$ cat src/rtl/ose_encoder_gen.sv
// ose_encoder_gen: quadrature A/B detent generator with valid/ready commands,
// programmable phase length and LFSR-driven contact chatter on the changed line.
module ose_encoder_gen #(
  parameter int PHASE_TICKS  = 4,
  parameter int BOUNCE_TICKS = 0,
  parameter int CNT_W        = 8
) (
  input  logic             clk,
  input  logic             rst,
  input  logic             cmd_valid,
  output logic             cmd_ready,
  input  logic             cmd_dir,
  input  logic [CNT_W-1:0] cmd_count,
  input  logic             cmd_abort,
  output logic             a,
  output logic             b,
  output logic             busy,
  output logic             done
);
  localparam logic [1:0]  IDLE = 2'd0, RUN = 2'd1, HOLD = 2'd2;
  localparam logic [15:0] PT_LAST = 16'(PHASE_TICKS - 1);
  localparam logic [15:0] BT = 16'(BOUNCE_TICKS);
  logic [1:0] state, state_n, phase, phase_n;
  logic [CNT_W-1:0] cnt, cnt_n;
  logic [15:0] tick, tick_n;
  logic [7:0] lfsr, lfsr_n;
  logic dir, abort_pend, abort_n, ca, cb, ca_n, cb_n, ma, mb, ma_n, mb_n, done_n;
  logic accept, wrap, last, bnc;
  assign accept = cmd_valid & cmd_ready;
  assign wrap = tick == PT_LAST;
  assign last = (cnt == CNT_W'(1)) | abort_pend | cmd_abort;
  assign bnc = tick_n < BT;
  assign lfsr_n = {lfsr[6:0], lfsr[7] ^ lfsr[5] ^ lfsr[4] ^ lfsr[3]};
  assign cmd_ready = state == IDLE;
  assign busy = state != IDLE;
  // ca/cb are the clean quadrature levels; ma/mb mark the line that changed in this phase
  always_comb begin
    state_n = state;
    cnt_n = cnt;
    tick_n = wrap ? 16'd0 : tick + 16'd1;
    phase_n = phase;
    abort_n = abort_pend;
    ca_n = ca;
    cb_n = cb;
    ma_n = ma;
    mb_n = mb;
    done_n = 1'b0;
    if (state == IDLE) begin
      tick_n = 16'd0;
      if (accept) begin
        state_n = (cmd_count == '0) ? HOLD : RUN;
        cnt_n = cmd_count;
        phase_n = 2'd0;
        abort_n = 1'b0;
        ma_n = 1'b0;
        mb_n = 1'b0;
      end
    end else if (state == RUN) begin
      abort_n = abort_pend | cmd_abort;
      if (wrap) begin
        phase_n = phase + 2'd1;
        ca_n = dir ? ^phase_n : phase_n[1];
        cb_n = dir ? phase_n[1] : ^phase_n;
        ma_n = ca_n ^ ca;
        mb_n = cb_n ^ cb;
        if (phase == 2'd3) begin
          cnt_n = last ? '0 : cnt - CNT_W'(1);
          state_n = last ? HOLD : RUN;
        end
      end
    end else if (wrap) begin
      state_n = IDLE;
      done_n = 1'b1;
      ma_n = 1'b0;
      mb_n = 1'b0;
    end
  end
  always_ff @(posedge clk or negedge rst) begin
    if (!rst) begin
      state <= IDLE;
      dir <= 1'b0;
      cnt <= '0;
      tick <= 16'd0;
      phase <= 2'd0;
      abort_pend <= 1'b0;
      ca <= 1'b0;
      cb <= 1'b0;
      ma <= 1'b0;
      mb <= 1'b0;
      lfsr <= 8'hA5;
      a <= 1'b0;
      b <= 1'b0;
      done <= 1'b0;
    end else begin
      state <= state_n;
      dir <= accept ? cmd_dir : dir;
      cnt <= cnt_n;
      tick <= tick_n;
      phase <= phase_n;
      abort_pend <= abort_n;
      ca <= ca_n;
      cb <= cb_n;
      ma <= ma_n;
      mb <= mb_n;
      lfsr <= lfsr_n;
      a <= ca_n ^ (ma_n & bnc & lfsr_n[0]);
      b <= cb_n ^ (mb_n & bnc & lfsr_n[0]);
      done <= done_n;
    end
  end
endmodule
$ cat config.mk
export PLATFORM = sky130hd
export DESIGN_NAME = ose_encoder_gen
export DESIGN_NICKNAME = d
export VERILOG_FILES = /design/src/rtl/ose_encoder_gen.sv
export SDC_FILE = /design/constraint.sdc
export NUM_CORES = 1
export LEC_CHECK = 0
export CORE_UTILIZATION = 25
export CTS_BUF_LIST = sky130_fd_sc_hd__clkbuf_4 sky130_fd_sc_hd__clkbuf_8 sky130_fd_sc_hd__clkbuf_16
export DETAILED_ROUTE_END_ITERATION = 7
export DONT_BUFFER_PORTS = 1
export HOLD_SLACK_MARGIN = 0.15
export PLACE_DENSITY = 0.45
export SYNTH_ARGS = -nofsm -noshare
export SYNTH_HDL_FRONTEND = slang
export SYNTH_SLANG_ARGS = --single-unit
$ cat constraint.sdc
create_clock -name clk -period 3.2 [get_ports clk]
set_input_delay 0.64 -clock clk [delete_from_list [all_inputs] [get_ports clk]]
set_output_delay 0.64 -clock clk [all_outputs]
set_load 0.005 [all_outputs]
==> key figures, run 1 <==
Layout
  – # fillers: 724
  – Multi-input gate area: 933 um2
  – Fraction of layout cells with a size suffix above 1: 9.45%
  – # nets final: 217
  – Synth-to-layout area growth: 14.1%
  – ANT cells: 0
  – Reg area: 826 um2

STA
  – Max Fclk: 420 MHz
  – Final Setup Violations: 0
  – Final hold viol count: 0
  – Max_slew headroom: 61.2%
  – Actual slew at the worst max-slew pin: 0.578 ns
  – TNS Setup: 0 ns
  – Max-slew violation count: 0
  – Minimum clock period: 2.38 ns
  – Fin crit share: 74.5%
  – RSZ-0062 raised after global routing: false
  – Clock Skew: 0.00228 ns

Worst setup path
  – CP cell instances: ha_1 > nor3b_1 > nand4_1 > or2_1 > nor4_2 > a221o_1
  – CP Capture Type: flop
  – Kind of critical path: flop to flop
  – Slowest cell on the critical path: nand4_1
  – Critical Path RT: 3.43 ns
  – Worst reg2reg path depth: 6
  – Worst-path fanout max: 13
  – Kind of start point of the critical path: flop
  – Worst reg2reg endpoint: cnt[0]$_DFFE_PN0P_
  – RR Startpoint: tick[0]$_DFF_PN0_
  – Max incr delay on CP: 0.49 ns
  – WP data arrival: 2.61 ns
  – R2r setup slk: 0.82 ns

Drt
  – Drt drc: 0
  – Max layer used: met4
  – Vias post-DR: 1450
  – Metal-1 WL: 1910 um
  – Wire per inst: 13.4 um
  – DRT iter0 DRCs: 60
  – DR pass1 iterations: 4
  – Vias per cell: 4.88
  – Detail Route Antenna Nets: 0
  – WL met2: 1750 um
  – Met3 WL post-DR: 266 um
  – Total Wirelength: 3980 um

Synthesis
  – Most common cell in the netlist: dfrtp_1
  – Async set-or-reset flop fraction in the synthesized netlist: 100%
  – Prevailing post-synth register cell: dfrtp_1
  – Post-Syn Nets: 213
  – YS warnings: 0
  – Syn avg cell area: 9.21 um2
  – Sequential fraction of the synthesis area: 45.7%
  – Post-synth EDFFs: 0
  – Synthesis-stage register bit count: 33
  – Synth top area share: 45.7%
  – Area leader, netlist: dfrtp_1
  – Mapped Cells: 196
  – Mapped Area: 1810 um2
  – Dominant cells by area after synthesis: dfrtp_1 (46%), nor2_1 (6.4%), xnor2_1 (4.4%)
  – Post-synth cell types: 40
  – Commonest cells post-synth: dfrtp_1 (33), nor2_1 (31), nand2_1 (17), a21oi_1 (13), o21ai_0 (12)

Placement
  – RePlAce Congestion: 0.829
  – Post-DP HPWL: 2770 um
  – Buffers added on ports: 0

Clocking
  – H-tree levels: 2
  – CTS clk-pin slew, worst paths: 0.07 ns
  – CTS buffer count: 5
  – Cts hold-fix bufs: 1
  – CTS tree: yes
  – Root Driver: clkbuf_8
  – Post-CTS sizing: 0
  – Worst-Skew Late Latency: 0.29 ns
  – Clock Path Buffers: 2
  – TritonCTS Sinks: 33
  – Post-CTS setup buffer count: 0

Die
  – Initial Util: 26.3%
  – Die X: 87.0 um
  – Rows: 30
  – Core Area: 6870 um2
  – Die height: 87.0 um
  – Die ar.: 7570 um2
  – Top Ports: 18

GRT
  – First-pass GRT wire length: 6910 um
  – Overflow left after global routing: 0
  – Initial antenna violation count: 0
  – Largest net degree at the start of global routing: 34
  – Vias in the first global route: 1403
  – Global Route Usage Sum: 12.0%

Job
  – Number of max-cap violations: 0

Power
  – PwrDens: 811 nW/um2
  – Lkg Pwr: 0.821 nW
  – Total power draw: 1.67 mW
  – VDD IR-drop max: 0.376 mV

Min path
  – Hold Path Class: primary input to asynchronous set/reset pin

Run status
  – Outcome: finished clean
==> logic make-up (layout without fill, tap and decap cells) <==
logic type,count (synthesis),after routing,synth area share [%]
buf+inv,11,16,2.56
simple gates,89,89,25.3
mux,2,2,1.25
compound gates,42,42,15.1
xor+xnor,15,15,7.28
flops,33,33,45.7
fa+ha+maj,4,4,2.77
==> worst max path at each step <==
stage                            start              endpoint  slack (ns)  cells after the start
floorplan           cnt[1]$_DFFE_PN0P_  state[0]$_DFFE_PN0P_        1.42                      7
global placement     tick[0]$_DFF_PN0_    cnt[0]$_DFFE_PN0P_        0.94                      6
detailed placement   tick[0]$_DFF_PN0_    cnt[0]$_DFFE_PN0P_        0.83                      6
CTS                  tick[0]$_DFF_PN0_    cnt[0]$_DFFE_PN0P_        0.80                      6
global route         tick[0]$_DFF_PN0_    cnt[0]$_DFFE_PN0P_        0.63                      6
finish               tick[0]$_DFF_PN0_    cnt[0]$_DFFE_PN0P_        0.82                      6
==> per-layer routing <==
| layer | up-vias | GRT usage (%) |
|---|---|---|
| met1 | 688 | 15.5 |
| met2 | 44 | 17.8 |
| met3 | 7 | 4.93 |
| met4 | 0 | 4.70 |
| met5 | - | 0 |
| li1 | 711 | - |
==> where the power goes <==
part	switching [mW]	internal (mW)	total, mW
Sequential	0.147	0.531	0.678
Clock	0.162	0.309	0.472
Combinational	0.295	0.226	0.521
Total	0.604	1.07	1.67
==> metrics by stage <==
stage | utilization, % | worst slack (ns) | cells | cell area [um2] | hold slack, ns
6_report | 30.0 | 0.817 | 297 | 2060 | 0.179
5_1_grt | 30.0 | 0.628 | 297 | 2060 | 0.171
4_1_cts | 30.0 | 0.800 | 297 | 2060 | 0.172
3_5_place_dp | 27.7 | 0.833 | 288 | 1910 | 0.346
3_3_place_gp | 27.7 | 0.940 | 288 | 1910 | 0.346
2_1_floorplan | - | 1.42 | 196 | 1810 | 0.344
==> registers in the layout (all words and copies together) (netlist names) <==
signal / flops
abort_pend: 1
cnt: 8
done: 1
phase: 2
state: 2
tick: 16
dir: 1
cb: 1
ca: 1
==> critical path: cells and delay by family (launching register included) <==
kind / cells / cell delay [ns]
fa+ha+maj: 1 / 0.29
simple gates: 4 / 1.47
flops: 1 / 0.42
compound gates: 1 / 0.14
==> area by class of cell <==
type	instances	share of cell area (%)
multi-input cells	152	45.3
flip-flops and latches	33	40.1
well taps	96	5.83
clock buffers	5	3.34
clock inverters	3	3.16
inverters	7	1.28
repair buffers	1	0.972
==> cell usage in the layout (no fill, tap or decap), types with 3 or more instances in the layout <==
| master | n |
|---|---|
| o21ai_0 | 12 |
| a21oi_1 | 13 |
| a22o_1 | 3 |
| clkbuf_8 | 5 |
| or3_1 | 3 |
| nand4_1 | 3 |
| nor4_1 | 7 |
| xnor2_1 | 9 |
| ha_1 | 4 |
| nor2_1 | 31 |
| nor3_1 | 7 |
| nand3_1 | 6 |
| inv_1 | 7 |
| nand2_1 | 17 |
| xor2_1 | 6 |
| dfrtp_1 | 33 |
(Power assumes the default switching activity.)
==> inputs of run 2 (changes only) <==
==> constraint.sdc (replaced) <==
create_clock -name clk -period 2.5 [get_ports clk]
set_input_delay 0.5 -clock clk [delete_from_list [all_inputs] [get_ports clk]]
set_output_delay 0.5 -clock clk [all_outputs]
set_load 0.005 [all_outputs]
==> run 2 against run 1 <==
First-iteration DRC count down 18%. Power is 19% higher. Non-clock buffer count rose by 4. Critical path depth up 1. Register-to-register slack worse by 0.41 ns. Clock-buffer cell count increased by 2. Setup slack worse by 0.41 ns. Clock power shrank 10%. Fmax rose by 14%.
==> key figures, run 2 (same netlist as run 1, synthesis figures left out) <==
GRT
  – First-pass GRT wire length: 7020 um (+1.5%)
  – Vias in the first global route: 1493 (+6.4%)
  – Overflow left after global routing: 0 (unchanged)
  – Global Route Usage Sum: 12.4% (+0.37 points)
  – Largest net degree at the start of global routing: 34 (unchanged)
  – Initial antenna violation count: 0 (unchanged)

STA
  – Actual slew at the worst max-slew pin: 0.513 ns (-0.0654 ns)
  – Fin crit share: 83.6% (+9.1 points)
  – Max Fclk: 478 MHz (+14%)
  – Final hold viol count: 0 (unchanged)
  – Max-slew violation count: 0 (unchanged)
  – Clock Skew: 0.00240 ns (+0.000113 ns)
  – Final setup margin: 0.410 ns (-0.407 ns)
  – Max_slew headroom: 65.6% (+4.4 points)
  – Final Setup Violations: 0 (unchanged)
  – RSZ-0062 raised after global routing: false
  – Minimum clock period: 2.09 ns (-0.293 ns)
  – TNS Setup: 0 ns (unchanged)

Layout
  – # nets final: 221 (+1.8%)
  – Fraction of layout cells with a size suffix above 1: 10.3% (+0.84 points)
  – # fillers: 727 (+0.41%)
  – Commonest non-fill, non-tap cells in the layout: dfrtp_1 (33), nor2_1 (31), nand2_1 (17), a21oi_1 (13), o21ai_0 (12)
  – Final non-filler cell total: 300 (+1.0%)
  – Top reg by flops: tick
  – Synth-to-layout area growth: 13.4%
  – Most common cell after layout, fill and taps aside: dfrtp_1
  – ANT cells: 0 (unchanged)
  – Largest register FFs: 16 (unchanged)
  – Biggest regs: tick: 16 flops, cnt: 8 flops

Job
  – Number of max-cap violations: 0 (unchanged)

Worst setup path
  – Kind of critical path: flop to flop
  – CP cell instances: ha_1 > nor3b_1 > nand4_1 > buf_4 > or2_1 > nor4_2 > a221o_1
  – Slowest cell on the critical path: dfrtp_1
  – Kind of start point of the critical path: flop
  – Worst-path fanout max: 13 (unchanged)
  – WP data arrival: 2.32 ns (-0.29 ns)
  – CP Capture Type: flop
  – R2r setup slk: 0.41 ns (-0.41 ns)
  – Critical Path RT: 2.73 ns (-0.70 ns)
  – Max incr delay on CP: 0.42 ns (-0.07 ns)

Die
  – Rows: 30 (unchanged)
  – Die X: 87.0 um (unchanged)
  – Core Area: 6870 um2 (unchanged)
  – Initial Util: 26.3% (unchanged)
  – Top Ports: 18 (unchanged)
  – Die height: 87.0 um (unchanged)
  – Die ar.: 7570 um2 (unchanged)

Clocking
  – Worst-Skew Late Latency: 0.29 ns (about the same)
  – Clock Path Buffers: 2 (unchanged)
  – CTS tree: yes
  – TritonCTS Sinks: 33 (unchanged)
  – CTS buffer count: 5 (unchanged)
  – Post-CTS sizing: 0 (unchanged)
  – CTS clk-pin slew, worst paths: 0.07 ns (about the same)
  – H-tree levels: 2 (unchanged)
  – Root Driver: clkbuf_8

Drt
  – Max layer used: met4
  – Wire per inst: 13.3 um (-1.1%)
  – Met3 WL post-DR: 199 um (-25%)
  – Metal-1 WL: 1870 um (-1.8%)
  – Total Wirelength: 3980 um (about the same)
  – WL met2: 1840 um (+5.4%)
  – DRT iter0 DRCs: 49 (-18%)
  – Drt drc: 0 (unchanged)
  – Detail Route Antenna Nets: 0 (unchanged)
  – Vias per cell: 4.67 (-4.4%)
  – Vias post-DR: 1400 (-3.4%)
  – DR pass1 iterations: 4 (unchanged)

Power
  – Net Sw Power: 0.767 mW (+27%)
  – VDD IR-drop max: 0.407 mV (+8.3%)
  – Power share of the combinational group: 34.9% (+3.7 points)
  – Clk pwr share: 21.4% (-6.8 points)
  – Net Sw Frac: 38.6% (+2.5 points)
  – Lkg Pwr: 0.818 nW (-0.29%)
  – PwrDens: 970 nW/um2 (+20%)
  – Sequential Power Share: 43.8% (+3.2 points)
  – Internal Power: 1.22 mW (+14%)

Placement
  – Post-DP HPWL: 2810 um (+1.5%)
  – Placed insts: 291 (+1.0%)
  – Dpl ws: 0.455 ns (-0.378 ns)
  – RePlAce Congestion: 0.817 (-1.5%)
  – Buffers added on ports: 0 (unchanged)

Min path
  – Hold Path Class: primary input to flop

Run status
  – Outcome: finished clean
[run 2: per-layer routing]
metal	track usage (%)	up-vias
li1	-	711
met1	15.2	661
met2	19.1	22
met3	5.12	6
met4	5.00	0
met5	0	-
[run 2: worst max-delay path, delay by kind of cell, from the launching register on]
| kind | cells | cell delay, ns |
|---|---|---|
| simple gates | 4 | 0.95 |
| flops | 1 | 0.42 |
| fa+ha+maj | 1 | 0.30 |
| buf+inv | 1 | 0.20 |
| compound gates | 1 | 0.15 |
[run 2: timing repair]
action | 4_1_cts | 5_1_grt
hold buffers | 2 | 0
hold endpoints to repair | 33 | 0
buffers inserted | 0 | 0
[run 2: area by class of cell]
class | count | area, um2 | share of cell area [%]
flip-flops and latches | 33 | 826 | 40.3
clock buffers | 7 | 90.1 | 4.40
multi-input cells | 152 | 933 | 45.6
well taps | 96 | 120 | 5.86
inverters | 7 | 26.3 | 1.28
repair buffers | 5 | 52.6 | 2.57
[run 2: final timing paths]
check                             startpoint                 end  depth (start not counted)
max reg2reg                tick[0]$_DFF_PN0_  cnt[0]$_DFFE_PN0P_                          7
min in group asynchronous                rst  tick[12]$_DFF_PN0_                          2
min reg2reg                   cb$_DFFE_PN0P_      cb$_DFFE_PN0P_                          2
max                        tick[0]$_DFF_PN0_  cnt[0]$_DFFE_PN0P_                          7
max in group asynchronous                rst  cnt[5]$_DFFE_PN0P_                          2
min                             cmd_count[0]  cnt[0]$_DFFE_PN0P_                          1
[run 2: stage by stage]
step                hold WS [ns]  util, %  power (mW)  instance area [um2]
floorplan                  0.204        -        1.39                 1810
global placement           0.206     28.1        1.56                 1930
detailed placement         0.206     28.1        1.56                 1930
CTS                        0.353     29.8        2.01                 2050
global route               0.346     29.8        2.17                 2050
finish                     0.362     29.8        1.99                 2050
[run 2: power groups by stage]
stage	sequential, mW	clock, mW	combinational, mW
floorplan	0.805	0	0.585
global placement	0.874	0	0.689
finish	0.870	0.425	0.693
global route	0.896	0.469	0.803
CTS	0.868	0.443	0.704
detailed placement	0.873	0	0.684
==> inputs of run 3 (changes only) <==
==> constraint.sdc (replaced) <==
create_clock -name clk -period 2.2 [get_ports clk]
set_input_delay 0.44 -clock clk [delete_from_list [all_inputs] [get_ports clk]]
set_output_delay 0.44 -clock clk [all_outputs]
set_load 0.005 [all_outputs]
==> run 3 against run 2 <==
Setup slack worse by 0.16 ns. Cell count is 1.0% higher. Critical endpoint unchanged. Sequential share of layout area is 0.39 points lower. Register-to-register slack worse by 0.16 ns. Via count is 3.6% higher. Combinational power is 17% higher. Fmax is 7.0% higher. Clock power is 10% higher. Global-route usage is 0.21 points lower. Sequential power is 14% higher.
==> key figures, run 3 (same netlist as run 1, synthesis figures left out) <==
Clocking
  – CTS clk-pin slew, worst paths: 0.08 ns (about the same)
  – CTS buffer count: 5 (unchanged)
  – Root Driver: clkbuf_8
  – Clock Path Buffers: 2 (unchanged)
  – H-tree levels: 2 (unchanged)
  – TritonCTS Sinks: 33 (unchanged)
  – CTS tree: yes
  – Worst-Skew Late Latency: 0.29 ns (about the same)

Layout
  – # fillers: 730 (+0.41%)
  – ANT cells: 0 (unchanged)
  – Most common cell after layout, fill and taps aside: dfrtp_1
  – Fraction of layout cells with a size suffix above 1: 12.1% (+1.8 points)
  – Biggest regs: tick: 16 flops, cnt: 8 flops
  – Commonest non-fill, non-tap cells in the layout: dfrtp_1 (33), nor2_1 (31), nand2_1 (17), a21oi_1 (13), o21ai_0 (12)
  – Largest register FFs: 16 (unchanged)
  – Final core occ: 30.1% (+0.29 points)
  – Synth-to-layout area growth: 14.6%
  – # nets final: 223 (+0.90%)
  – Top reg by flops: tick

STA
  – Minimum clock period: 1.95 ns (-0.137 ns)
  – Max-slew violation count: 0 (unchanged)
  – Actual slew at the worst max-slew pin: 0.570 ns (+0.0566 ns)
  – Clock Skew: 0.00683 ns (+0.00444 ns)
  – Final hold viol count: 0 (unchanged)
  – Final Setup Violations: 0 (unchanged)
  – Max_slew headroom: 61.8% (-3.8 points)
  – Max Fclk: 512 MHz (+7.0%)
  – TNS Setup: 0 ns (unchanged)
  – Fin crit share: 88.8% (+5.2 points)
  – RSZ-0062 raised after global routing: false

Drt
  – Vias per cell: 4.79 (+2.5%)
  – Vias post-DR: 1450 (+3.6%)
  – Wire per inst: 13.3 um (+0.23%)
  – DRT iter0 DRCs: 48 (-2.0%)
  – Drt drc: 0 (unchanged)
  – Total Wirelength: 4030 um (+1.2%)
  – DR pass1 iterations: 4 (unchanged)
  – Detail Route Antenna Nets: 0 (unchanged)

Worst setup path
  – CP Capture Point: cnt[0]$_DFFE_PN0P_
  – WP data arrival: 2.18 ns (-0.14 ns)
  – Worst-path fanout max: 7 (-6)
  – CP bufs+invs: 0 (-1)
  – CP Capture Type: flop
  – Critical path depth: 6 (-1)
  – CP cell instances: ha_1 > nor3b_1 > nand4_1 > or2_1 > nor4_2 > a221o_1
  – Cell family with most CP delay: simple AND/OR/NAND/NOR gates
  – Kind of critical path: flop to flop
  – Slowest cell on the critical path: dfrtp_1
  – RR Startpoint: tick[1]$_DFF_PN0_
  – Worst reg2reg path depth: 6 (-1)
  – Worst reg2reg endpoint: cnt[0]$_DFFE_PN0P_
  – Max incr delay on CP: 0.44 ns (+0.02 ns)
  – R2r setup slk: 0.25 ns (-0.16 ns)
  – Crit path from: tick[1]$_DFF_PN0_
  – Critical Path RT: 2.43 ns (-0.30 ns)
  – Kind of start point of the critical path: flop

Job
  – Number of max-cap violations: 0 (unchanged)

Run status
  – Outcome: finished clean

Die
  – Rows: 30 (unchanged)
  – Core Area: 6870 um2 (unchanged)
  – Die height: 87.0 um (unchanged)
  – Die X: 87.0 um (unchanged)
  – Initial Util: 26.3% (unchanged)
  – Die ar.: 7570 um2 (unchanged)
  – Top Ports: 18 (unchanged)

GRT
  – Global Route Usage Sum: 12.1% (-0.21 points)
  – First-pass GRT wire length: 7020 um (about the same)
  – Initial antenna violation count: 0 (unchanged)
  – Largest net degree at the start of global routing: 34 (unchanged)
  – Vias in the first global route: 1493 (unchanged)
  – Overflow left after global routing: 0 (unchanged)

Power
  – PwrDens: 1100 nW/um2 (+13%)
  – VDD IR-drop max: 0.482 mV (+18%)
  – Lkg Pwr: 0.818 nW (about the same)
  – Power share of the combinational group: 35.7% (+0.8 points)
  – Net Sw Frac: 40.2% (+1.6 points)
  – Clk pwr share: 20.6% (-0.8 points)
  – Internal Power: 1.36 mW (+11%)
  – Net Sw Power: 0.913 mW (+19%)
  – Sequential Power Share: 43.7% (about the same)

Placement
  – Post-DP HPWL: 2870 um (+2.2%)
  – RePlAce Congestion: 0.826 (+1.0%)
  – Buffers added on ports: 0 (unchanged)

Min path
  – Hold Path Class: primary input to flop
## run 3: cell count changes in the layout (fill, tap and decap cells not counted), sizes merged
cell	previous run	this run
clkbuf	7	5
buf	4	6
clkinvlp	0	3
## run 3: layout make-up
class / instances / area [um2] / share of cell area, %
Clock buffer: 5 / 68.8 / 3.33
Clock inverter: 3 / 22.5 / 1.09
Inverter: 7 / 26.3 / 1.27
Multi-Input combinational cell: 152 / 937 / 45.3
Sequential cell: 33 / 826 / 39.9
Tap cell: 96 / 120 / 5.81
Timing Repair Buffer: 7 / 67.6 / 3.27
## run 3: repair_timing
action                                  in CTS  in global routing
buffers inserted                             0                  0
hold buffers                                 2                  0
endpoints found under the setup margin       0                  1
hold endpoints to repair                    33                  0
gates resized for setup                      0                  1
## run 3: worst min-delay path by stage
stage,end,cells past startpoint,startpoint
after detailed placement,tick[6]$_DFF_PN0_,0,rst
after floorplan,abort_pend$_DFFE_PN0P_,0,rst
final,cnt[0]$_DFFE_PN0P_,1,cmd_count[0]
after global routing,cnt[0]$_DFFE_PN0P_,1,cmd_count[0]
after CTS,cnt[0]$_DFFE_PN0P_,1,cmd_count[0]
after global placement,tick[2]$_DFF_PN0_,0,rst
## run 3: power groups by stage
stage          Sequential, mW  Clock, mW  Combinational (mW)
6_report                0.990      0.468               0.810
5_1_grt                  1.02      0.518               0.924
4_1_cts                 0.988      0.490               0.817
3_5_place_dp            0.996          0               0.797
3_3_place_gp             1.00          0               0.788
2_1_floorplan           0.914          0               0.665
## run 3: per-stage QoR
stage / cell area, um2 / setup WS, ns / std cells / hold slack [ns] / total power, mW
after floorplan: 1810 / 0.420 / 196 / 0.144 / 1.58
after CTS: 2060 / 0.155 / 303 / 0.285 / 2.29
after global routing: 2070 / 0.0879 / 303 / 0.277 / 2.46
after detailed placement: 1940 / 0.174 / 293 / 0.146 / 1.79
final: 2070 / 0.247 / 303 / 0.296 / 2.27
after global placement: 1940 / 0.127 / 293 / 0.146 / 1.79
## run 3: metal layers
metal  vias to the layer above  wire, um  track usage, %  share of wire, %
li1                        718         -               -                 -
met3                         4       156            4.55               3.9
met4                         0        37            4.55              0.92
met1                       704      2020            15.6                50
met5                         -         0               0                 0
met2                        24      1810            18.5                45
